**src/rtl/fifo_rd_stream.sv**
```systemverilog
// Read-domain consumer for the async FIFO: converts the 1-cycle-latency pop interface
// into a valid/ready stream through a 2-entry skid buffer, with flush and a word counter.
module fifo_rd_stream #(
  parameter int DATA_WIDTH = 8,
  parameter int CNT_WIDTH  = 16
) (
  input  logic                  rd_clk,
  input  logic                  r_rst,
  input  logic                  empty,
  input  logic [DATA_WIDTH-1:0] d_out,
  output logic                  rd_en,
  output logic [DATA_WIDTH-1:0] m_data,
  output logic                  m_valid,
  input  logic                  m_ready,
  input  logic                  flush,
  output logic [1:0]            occupancy,
  output logic [CNT_WIDTH-1:0]  words_out
);

  logic [DATA_WIDTH-1:0] r_buf0, r_buf1;
  logic [1:0]            r_occ;
  logic                  r_inflight, r_discard, r_mvalid;
  logic [CNT_WIDTH-1:0]  r_words;

  logic       w_pop, w_capture;
  logic [2:0] w_pending;
  logic [1:0] w_rem, w_occ_next;

  // Pop only when buffered words plus the word in flight still leave a free slot.
  always_comb begin
    w_pop      = r_mvalid & m_ready;
    w_pending  = {1'b0, r_occ} + {2'b00, r_inflight} - {2'b00, w_pop};
    rd_en      = ~r_rst & ~flush & ~empty & (w_pending < 3'd2);
    w_capture  = r_inflight & ~r_discard & ~flush;
    w_rem      = r_occ - {1'b0, w_pop};
    w_occ_next = flush ? 2'd0 : (w_rem + {1'b0, w_capture});
  end

  always_ff @(posedge rd_clk) begin
    if (r_rst) begin
      r_occ      <= 2'd0;
      r_inflight <= 1'b0;
      r_discard  <= 1'b0;
      r_mvalid   <= 1'b0;
      r_words    <= '0;
      r_buf0     <= '0;
    end else begin
      r_occ      <= w_occ_next;
      r_mvalid   <= (w_occ_next != 2'd0);
      r_inflight <= rd_en;
      r_discard  <= flush & r_inflight;
      r_words    <= r_words + {{(CNT_WIDTH-1){1'b0}}, w_pop};
      if (w_pop)
        r_buf0 <= r_buf1;
      if (w_capture && (w_rem == 2'd0))
        r_buf0 <= d_out;
    end
  end

  // Second slot carries data only; its contents are meaningless while occupancy < 2.
  always_ff @(posedge rd_clk) begin
    if (w_capture && (w_rem != 2'd0))
      r_buf1 <= d_out;
  end

  assign m_data    = r_buf0;
  assign m_valid   = r_mvalid;
  assign occupancy = r_occ;
  assign words_out = r_words;

endmodule
```
**config.mk**
```make
export PLATFORM = sky130hd
export DESIGN_NAME = fifo_rd_stream
export DESIGN_NICKNAME = d
export VERILOG_FILES = /design/src/rtl/fifo_rd_stream.sv
export SDC_FILE = /design/constraint.sdc
export NUM_CORES = 1
export LEC_CHECK = 0
export CAP_MARGIN = 20
export CORE_MARGIN = 2
export CORE_UTILIZATION = 50
export DETAILED_ROUTE_END_ITERATION = 12
export PLACE_DENSITY = 0.81
export SYNTH_ARGS = -nofsm -noshare
export SYNTH_HDL_FRONTEND = slang
export SYNTH_SLANG_ARGS = --single-unit
```
**constraint.sdc**
```tcl
create_clock -name rd_clk -period 3.85 [get_ports rd_clk]
set_input_delay 0.77 -clock rd_clk [delete_from_list [all_inputs] [get_ports rd_clk]]
set_output_delay 0.77 -clock rd_clk [all_outputs]
set_load 0.01 [all_outputs]
```
After elaboration in Yosys (flattened, before gate mapping)
Cells that the tools add are included.
{"block": "word_totals", "ff_bits": 37, "latchBits": 0, "ram_bits": 0, "romBits": 0, "output_inout_bits": 28, "mem_count": 0}
{"block": "op_classes", "n_addsub": 5, "multipliers": 0, "n_div": 0, "magnitude_cmp": 1, "eq_ne": 0, "n_shift": 0, "muxes": 3, "bitwise_logic": 11, "n_reduce_logical": 6}
{"cell": "adder 16 x 1 -> 16 bit", "count": 1}
{"cell": "two-way mux 8 bit", "count": 2}
{"cell": "AND 1 bit", "count": 7}
{"cell": "nonzero test 2 bit", "count": 3}
{"cell": "NOT 1 bit", "count": 4}
{"cell": "adder 2 x 1 -> 3 bit", "count": 1}
{"cell": "less-than comparator 3 x 2 -> 1 bit (second input constant)", "count": 1}
{"cell": "subtractor 3 x 1 -> 3 bit", "count": 1}
{"cell": "adder 2 x 1 -> 2 bit", "count": 1}
{"cell": "logical AND 1 bit", "count": 2}
{"cell": "logical NOT 2 bit", "count": 1}
{"cell": "two-way mux 2 bit", "count": 1}
{"cell": "subtractor 2 x 1 -> 2 bit", "count": 1}

Longest topological paths before layout
Gate-level depths: netlist of run 1.
{"block": "depth", "word_depth": 6, "depth_mapped": 9, "mapped_depth_nobuf": 8}

Worst setup path after synthesis of run 1
OpenSTA, ideal clock, no wires.
{"block": "synth_timing", "path_kind": "input to output", "start": "in m_ready", "end": "out rd_en", "t_arrival_ps": 2278, "required_time_ps": 3080, "slack_ps": 802, "stages": 7, "cell_sequence": "nand2_1 -> clkbuf_1 -> xnor2_1 -> nand2_1 -> fa_1 -> xnor2_1 -> and4b_1"}
{"block": "synth_between", "elab_chain_len": 4}
{"element": "start, declared", "line_no": "14", "rtl": "input logic m_ready,"}
{"element": "AND 1 bit", "line_no": "31", "rtl": "w_pop = r_mvalid & m_ready;"}
{"element": "subtractor 3 x 1 -> 3 bit", "line_no": "32", "rtl": "w_pending = {1'b0, r_occ} + {2'b00, r_inflight} - {2'b00, w_pop};"}
{"element": "less-than comparator 3 x 2 -> 1 bit", "line_no": "33", "rtl": "rd_en = ~r_rst & ~flush & ~empty & (w_pending < 3'd2);"}
{"element": "AND 1 bit", "line_no": "33"}
{"element": "end, declared", "line_no": "11", "rtl": "output logic rd_en,"}
Every way passes these cells.

Worst setup path in the final report of run 1
Ends and elaborated chain as after synthesis.

==> results.sh, run 1 <==
export IMPL_port_buffers=40
export IMPL_clk_pin_slew_worst_paths_ps=90
export IMPL_ys_types=33
export IMPL_postCtsResizedCells=0
export IMPL_max_cap_violations=0
export IMPL_diodes=0
export IMPL_hold_path_class="flop to flop"
export IMPL_max_freq_mhz=271
export IMPL_hpwl_um=2360
export IMPL_cts_tree="done"
export IMPL_synth_nets=169
export IMPL_num_vias=1230
export IMPL_ant_nets=0
export IMPL_routed_wl_um=3190
export IMPL_start_util_pct=52.6
export IMPL_fin_crit_ps=3700
export IMPL_area_delta_synth_final_pct=29.9
export IMPL_htreeDepth=2
export IMPL_nNetsFinal=212
export IMPL_slew_headroom_pct=56.5
export IMPL_post_route_period_util_pct=96.0
export IMPL_die_w_um=60.9
export IMPL_cp_max_fo=4
export IMPL_setup_violations_final=0
export IMPL_register_area_um2=821
export IMPL_place_ws_ps=138
export IMPL_clk_latency_ps=340
export IMPL_fin_area_mm2=0.00210
export IMPL_grt_pass1_wl_um=5420
export IMPL_post_cts_buffers=0
export IMPL_start_kind="primary input"
export IMPL_p_leak_nw=0.776
export IMPL_io_pins=41
export IMPL_powerDensity_mw_per_mm2=314
export IMPL_fin_util_pct=68.3
export IMPL_fillers=259
export IMPL_cts_hold_fix_buffers=0
export IMPL_yosysWarnings=0
export IMPL_cp_end_kind="output pin"
export IMPL_syn_inst=152
export IMPL_fin_worst_skew_ps=8.43
export IMPL_grt_overflow_total=0
export IMPL_worst_slack_ps=153
export IMPL_hold_violations=0
export IMPL_run_status="finished, final reports clean"
export IMPL_grt_pass1_vias=1273
export IMPL_clkSinkCount=37
export IMPL_seq_area_frac_synth_pct=50.7
export IMPL_tightest_slew_ps=652
export IMPL_post_drt_wl_per_cell_um=13.3
export IMPL_grt_usage_pct=20.5
export IMPL_ys_seq_elements=37
export IMPL_grt_start_max_net_pins=29
export IMPL_drc_errors=0
export IMPL_clock_path_buffers=2
export IMPL_gp_congestion=0.763
export IMPL_multiInputGateArea_um2=732
export IMPL_finalSetupTns_ps=0
export IMPL_arrival_ps=2930
export IMPL_avgSynthCellArea_um2=10.6
export IMPL_rsz0062_at_grt="no"
export IMPL_fp_dieH_um=60.9
export IMPL_dieArea_mm2=0.00371
export IMPL_drt_iter0_drc=51
export IMPL_antenna_found_initial=0
export IMPL_vdd_drop_max_v=0.000264
export IMPL_cts_made_buffers=5
export IMPL_drive_gt1_share_pct=9.69
export IMPL_drt_pass1_iterations=4
export IMPL_path_class="primary input to output pin"
export IMPL_crit_required_ps=3080
export IMPL_viasPerCell=5.13
export IMPL_syn_cell_area_mm2=0.00162
export IMPL_fp_row_count=20
export IMPL_ctsRootBufferMaster="clkbuf_4"
export IMPL_drv_slew=0
export IMPL_place_area_mm2=0.00204
export IMPL_core_area_mm2=0.00308
[registers in the layout (all words and copies together) (netlist names)]
signal / flops
r_inflight: 1
occupancy: 2
words_out: 16
m_data: 8
m_valid: 1
r_discard: 1
r_buf1: 8
[cells by family (layout without fill, tap and decap cells)]
logic type               after synthesis  count (layout)  synth area share, %
flip-flops                            37              37                 50.7
AND/OR/NAND/NOR                       60              60                 18.6
XOR/XNOR                              15              15                 8.12
AO/OA/AOI/OAI                         17              17                 9.98
buffers and inverters                 11              55                 4.02
adder cells (fa/ha/maj)                4               4                 3.56
multiplexers                           8               8                 4.95
[metal layers]
metal  global-route usage, %  wire (um)  vias to the layer above  share of wire (%)
li1                        -          -                      616                  -
met1                    21.0       1340                      564                 42
met2                    36.9       1620                       38                 51
met3                    4.90        143                       12                4.5
met4                    13.4         92                        0                2.9
met5                       0          0                        -                  0
[cells in the mapped netlist (all sizes together)]
cell type | count | share of area, %
nor2b | 2 | 0.77
nor2 | 25 | 6.0
o21ai | 2 | 0.62
xor2 | 3 | 1.6
a21oi | 2 | 0.62
xnor2 | 12 | 6.5
a311oi | 1 | 0.54
and4b | 2 | 1.2
buf | 3 | 2.2
nor4 | 3 | 1.2
nand4 | 3 | 1.2
clkbuf | 3 | 0.70
dfxtp | 29 | 36
nor3 | 6 | 1.9
edfxtp | 8 | 15
or4b | 1 | 0.62
ha | 3 | 2.3
nand2 | 8 | 1.9
nand3 | 5 | 1.5
a21boi | 2 | 0.93
fa | 1 | 1.2
a41o | 1 | 0.62
a211oi | 8 | 6.2
nor3b | 1 | 0.77
mux2i | 8 | 4.9
and3b | 1 | 0.54
o21a | 1 | 0.46
inv | 5 | 1.2
or3 | 2 | 0.77
or2 | 1 | 0.39
[area by class of cell]
| type | instances | area share (%) |
|---|---|---|
| multi-input cells | 104 | 34.8 |
| inverters | 5 | 0.893 |
| repair buffers | 42 | 19.8 |
| flip-flops and latches | 37 | 39.1 |
| well taps | 44 | 2.62 |
| clock buffers | 8 | 2.80 |
[critical path: stages]
cell and delay [ps]:
clkdlybuf4s50_1 500, nand2_1 120, xnor2_1 160, nand2_1 80, fa_1 380, xnor2_1 170, and4b_1 220, clkdlybuf4s50_1 530
[power by group]
group	internal [W]	leakage, nW	switching [W]
logic	0.0000283	0.437	0.0000220
clock network	0.0000901	0.0326	0.000116
registers	0.000401	0.306	0.00000313
total	0.000519	0.776	0.000141
[per-stage QoR]
| step | hold slack [ps] | power [W] | std cells |
|---|---|---|---|
| 2_1_floorplan | 449 | 0.000437 | 152 |
| 3_3_place_gp | 475 | 0.000462 | 232 |
| 3_5_place_dp | 476 | 0.000463 | 232 |
| 4_1_cts | 492 | 0.000670 | 240 |
| 5_1_grt | 525 | 0.000690 | 240 |
| 6_report | 493 | 0.000660 | 240 |
[placed cells by master, fill, tap and decap left out, drive strengths merged]
cell / n
clkdlybuf4s50: 40
dfxtp: 29
nor2: 25
xnor2: 12
nand2: 8
mux2i: 8
a211oi: 8
edfxtp: 8
clkbuf: 8
nor3: 6
inv: 5
nand3: 5
nand4: 3
nor4: 3
xor2: 3
ha: 3
a21boi: 2
and4b: 2
nor2b: 2
o21ai: 2
or3: 2
a21oi: 2
buf: 2
and3b: 1
or2: 1
nor3b: 1
o21a: 1
or4b: 1
a311oi: 1
a41o: 1
fa: 1
[worst paths after layout]
kind,start,slack [ps],cells after the start,to
worst max register to register,m_valid,1700,8,words_out[14]
worst min-delay path,r_inflight,490,2,r_discard
worst min register to register,r_inflight,490,2,r_discard
worst max-delay path,m_ready,150,8,rd_en
Power figures use the tool's default switching activity.
==> run 2: changes to the inputs <==
CORE_UTILIZATION = 45   (was 50)
PLACE_DENSITY = 0.74   (was 0.81)
==> results.sh, run 2 (synthesis gave the netlist of run 1 again) <==
export IMPL_fin_worst_skew_ps=12.6
export IMPL_largest_reg_flops=16
export IMPL_use_met2_pct=31.4
export IMPL_post_drt_wl_per_cell_um=13.3
export IMPL_run_status="finished, final reports clean"
export IMPL_power_w=0.000718
export IMPL_hold_violations=0
export IMPL_cts_made_buffers=5
export IMPL_grt_pass1_vias=1286
export IMPL_io_pins=41
export IMPL_clk_pin_slew_worst_paths_ps=110
export IMPL_powerDensity_mw_per_mm2=338
export IMPL_holdWs_ps=505
export IMPL_cpPeakStageDelay_ps=530
export IMPL_r2r_cells=9
export IMPL_pwr_share_clk_pct=36.8
export IMPL_htreeDepth=2
export IMPL_post_cts_buffers=0
export IMPL_clkSinkCount=37
export IMPL_nNetsFinal=212
export IMPL_ant_nets=0
export IMPL_drt_iter0_drc=51
export IMPL_grt_util_met3_pct=4.23
export IMPL_rsz0062_at_grt="no"
export IMPL_setup_violations_final=0
export IMPL_area_delta_synth_final_pct=31.2
export IMPL_hpwl_um=2320
export IMPL_max_cap_violations=0
export IMPL_slowest_stage="clkdlybuf4s50_1"
export IMPL_fp_row_count=21
export IMPL_drv_slew=0
export IMPL_hold_depth=2
export IMPL_grt_pass1_wl_um=5670
export IMPL_drive_gt1_share_pct=10.2
export IMPL_p_switching_w=0.000155
export IMPL_cp_max_fo=3
export IMPL_clock_path_buffers=2
export IMPL_p_comb_share_pct=7.0
export IMPL_antenna_found_initial=0
export IMPL_diodes=0
export IMPL_postCtsResizedCells=0
export IMPL_gp_congestion=0.809
export IMPL_viasPerCell=5.09
export IMPL_drc_errors=0
export IMPL_routed_wl_um=3220
export IMPL_clk_latency_ps=350
export IMPL_fp_dieH_um=64.0
export IMPL_r2r_slack_ps=1580
export IMPL_slew_headroom_pct=55.2
export IMPL_arrival_ps=2890
export IMPL_fin_crit_ps=3660
export IMPL_grt_start_max_net_pins=29
export IMPL_num_vias=1232
export IMPL_die_w_um=64.0
export IMPL_crit_required_ps=3080
export IMPL_ctsRootBufferMaster="clkbuf_4"
export IMPL_hold_path_class="flop to flop"
export IMPL_final_common_cell="clkdlybuf4s50_1"
export IMPL_start_kind="primary input"
export IMPL_layout_common_cells="clkdlybuf4s50_1 (40), dfxtp_1 (29), nor2_1 (24), xnor2_1 (12)"
export IMPL_core_area_mm2=0.00339
export IMPL_cp_end_kind="output pin"
export IMPL_seq_power_share_pct=56.2
export IMPL_start_util_pct=47.7
export IMPL_met1_usage_pct=19.8
export IMPL_drt_pass1_iterations=4
export IMPL_tightest_slew_ps=672
export IMPL_max_freq_mhz=273
export IMPL_post_route_period_util_pct=95.0
export IMPL_path_class="primary input to output pin"
export IMPL_port_buffers=40
export IMPL_finalSetupTns_ps=0
export IMPL_switching_share_pct=21.6
export IMPL_grt_overflow_total=0
export IMPL_p_int_w=0.000563
export IMPL_top_usage_layer="met2"
export IMPL_cts_tree="done"
export IMPL_p_leak_nw=0.783
export IMPL_dieArea_mm2=0.00409
export IMPL_cts_hold_fix_buffers=0
export IMPL_grt_usage_pct=17.6
export IMPL_vdd_drop_max_v=0.000219
export IMPL_cp_cell_sequence="clkdlybuf4s50_1 > nand2_1 > xnor2_1 > nand2_1 > fa_1 > xnor2_1 > and4b_1 > clkdlybuf4s50_1"
[run 2: path summary, 6_finish.rpt]
path | startpoint | endpoint
worst max-delay path | m_ready | rd_en
worst min-delay path | r_inflight | r_discard
worst max register to register | m_valid | words_out[14]
worst min register to register | r_inflight | r_discard
[run 2: worst max-delay path: cells and delay by family]
family | cells | cell delay (ps)
xor gates and xnor gates | 2 | 320
adders and majority gates | 1 | 370
buffers and inverters | 2 | 1030
and+or+nand+nor | 3 | 390
[run 2: layout make-up]
class,instances,area [um2]
multi-input cells,104,732
clock buffers,5,37.5
well taps,46,57.6
inverters,5,18.8
fillers,278,1270
repair buffers,42,415
clock inverters,3,41.3
flip-flops and latches,37,821
[run 2: power groups by stage]
stage	Clock, W	Combinational (W)	Sequential (W)
2_1_floorplan	0	0.0000222	0.000415
3_3_place_gp	0	0.0000492	0.000412
3_5_place_dp	0	0.0000503	0.000413
4_1_cts	0.000268	0.0000504	0.000404
5_1_grt	0.000288	0.0000545	0.000405
6_report	0.000264	0.0000500	0.000404
[run 2: through the flow]
stage / cell area, um2 / setup slack (ps) / utilization (%) / cells
after floorplan: 1620 / 802 / - / 152
after global placement: 2040 / 233 / 60.3 / 234
after detailed placement: 2040 / 188 / 60.3 / 234
after CTS: 2120 / 182 / 62.6 / 242
after global routing: 2120 / 43.0 / 62.6 / 242
final: 2120 / 193 / 62.6 / 242
[run 2: layer usage]
layer	up-vias	wire length (um)	part of all wire, %
met2	34	1580	49
met1	576	1450	45
met5	-	0	0
met3	5	146	4.5
li1	617	-	-
met4	0	52	1.6
==> run 3: changes to the inputs <==
GPL_TIMING_DRIVEN = 0   (was not set)
==> results.sh, run 3 (synthesis gave the netlist of run 1 again) <==
export IMPL_place_ws_ps=-380
export IMPL_die_w_um=64.0
export IMPL_vdd_drop_max_v=0.000217
export IMPL_antenna_found_initial=0
export IMPL_clk_latency_ps=350
export IMPL_finalSetupTns_ps=0
export IMPL_max_cap_violations=0
export IMPL_slowest_stage="clkdlybuf4s50_1"
export IMPL_dieArea_mm2=0.00409
export IMPL_fin_area_mm2=0.00219
export IMPL_setup_violations_final=0
export IMPL_max_freq_mhz=272
export IMPL_grt_pass1_wl_um=5660
export IMPL_htreeDepth=2
export IMPL_fp_row_count=21
export IMPL_fin_crit_ps=3670
export IMPL_largest_reg_flops=16
export IMPL_worst_slack_ps=180
export IMPL_drive_gt1_share_pct=12.4
export IMPL_start_util_pct=47.7
export IMPL_post_drt_wl_per_cell_um=13.1
export IMPL_gp_congestion=0.788
export IMPL_fin_util_pct=64.5
export IMPL_tightest_slew_ps=583
export IMPL_place_area_mm2=0.00208
export IMPL_fp_dieH_um=64.0
export IMPL_grt_start_max_net_pins=14
export IMPL_layout_common_cells="clkdlybuf4s50_1 (40), dfxtp_1 (29), nor2_1 (24), xnor2_1 (11)"
export IMPL_area_delta_synth_final_pct=35.1
export IMPL_nNetsFinal=217
export IMPL_start_kind="primary input"
export IMPL_hpwl_um=2370
export IMPL_slew_headroom_pct=61.1
export IMPL_hold_violations=0
export IMPL_ctsRootBufferMaster="clkbuf_4"
export IMPL_io_pins=41
export IMPL_grt_pass1_vias=1248
export IMPL_cts_made_buffers=5
export IMPL_drt_iter0_drc=31
export IMPL_drv_slew=0
export IMPL_num_vias=1245
export IMPL_routed_wl_um=3240
export IMPL_cpLargestDelayFamily="buffers and inverters"
export IMPL_rsz0062_at_grt="no"
export IMPL_crit_top_cell="clkdlybuf4s50_1"
export IMPL_clock_path_buffers=2
export IMPL_fin_worst_skew_ps=12.8
export IMPL_port_buffers=40
export IMPL_drt_pass1_iterations=4
export IMPL_grt_overflow_total=0
export IMPL_cts_tree="done"
export IMPL_post_route_period_util_pct=95.3
export IMPL_p_leak_nw=0.814
export IMPL_final_common_cell="clkdlybuf4s50_1"
export IMPL_powerDensity_mw_per_mm2=333
export IMPL_clkSinkCount=37
export IMPL_core_area_mm2=0.00339
export IMPL_path_class="primary input to output pin"
export IMPL_ant_nets=0
export IMPL_cp_cell_sequence="clkdlybuf4s50_1 > nand2_4 > xnor2_1 > nand2_1 > fa_1 > xnor2_2 > and4b_1 > clkdlybuf4s50_1"
export IMPL_arrival_ps=2900
export IMPL_hold_path_class="flop to flop"
export IMPL_cpPeakStageDelay_ps=540
export IMPL_cp_end_kind="output pin"
export IMPL_power_w=0.000729
export IMPL_drc_errors=0
export IMPL_cp_max_fo=4
export IMPL_clk_pin_slew_worst_paths_ps=110
export IMPL_diodes=0
export IMPL_grt_usage_pct=18.3
export IMPL_path_buf_inv=2
export IMPL_viasPerCell=5.04
export IMPL_crit_required_ps=3080
export IMPL_run_status="finished, final reports clean"
run 3: changes by cell type in the layout (fill, tap and decap cells not counted), sizes merged:
cell,before,now
clkbuf,5,7
buf,2,5
run 3: final cells by class:
class / count / area [um2]
Multi-Input combinational cell: 104 / 747
Timing Repair Buffer: 42 / 415
Buffer: 5 / 42.5
Inverter: 5 / 18.8
Sequential cell: 37 / 821
Clock inverter: 3 / 46.3
Clock buffer: 5 / 37.5
Fill cell: 276 / 1200
Tap cell: 46 / 57.6
run 3: worst paths after layout:
path	startpoint	end	slack, ps	depth (start not counted)
max	m_ready	rd_en	180	8
min	r_inflight	r_discard	500	2
max reg2reg	m_valid	words_out[14]	1680	9
min reg2reg	r_inflight	r_discard	500	2
run 3: timing repair:
| item | in CTS | in global routing |
|---|---|---|
| endpoints found under the hold margin | 0 | 0 |
| hold buffers | 0 | 0 |
| gates resized for setup | 2 | 1 |
| pin swaps | 0 | 1 |
| endpoints found under the setup margin | 1 | 1 |
| buffers inserted | 0 | 2 |
run 3: metrics by stage:
step | cells | hold WS, ps
final | 247 | 504
after global routing | 247 | 541
after CTS | 245 | 509
after detailed placement | 238 | 480
after global placement | 238 | 476
after floorplan | 152 | 449
run 3: layer usage:
layer  up-vias  global-route usage [%]  part of all wire [%]
li1        625                       -                     -
met1       583                    20.6                    42
met2        33                    31.0                    52
met3         4                    7.57                   5.3
met4         0                    6.52                   1.3
met5         -                       0                     0
run 3: power by group:
group	leakage, nW	internal (W)	switching [W]	total [W]
clock	0.0414	0.000137	0.000134	0.000271
combinational	0.467	0.0000302	0.0000233	0.0000535
sequential	0.306	0.000401	0.00000328	0.000404
run 3: worst register-to-register path: cells and delay by family (launching register included):
family / cells / cell delay (ps)
DFF: 1 / 420
buffers and inverters: 2 / 230
and+or+nand+nor: 4 / 800
adders and majority gates: 2 / 440
xor gates and xnor gates: 1 / 170
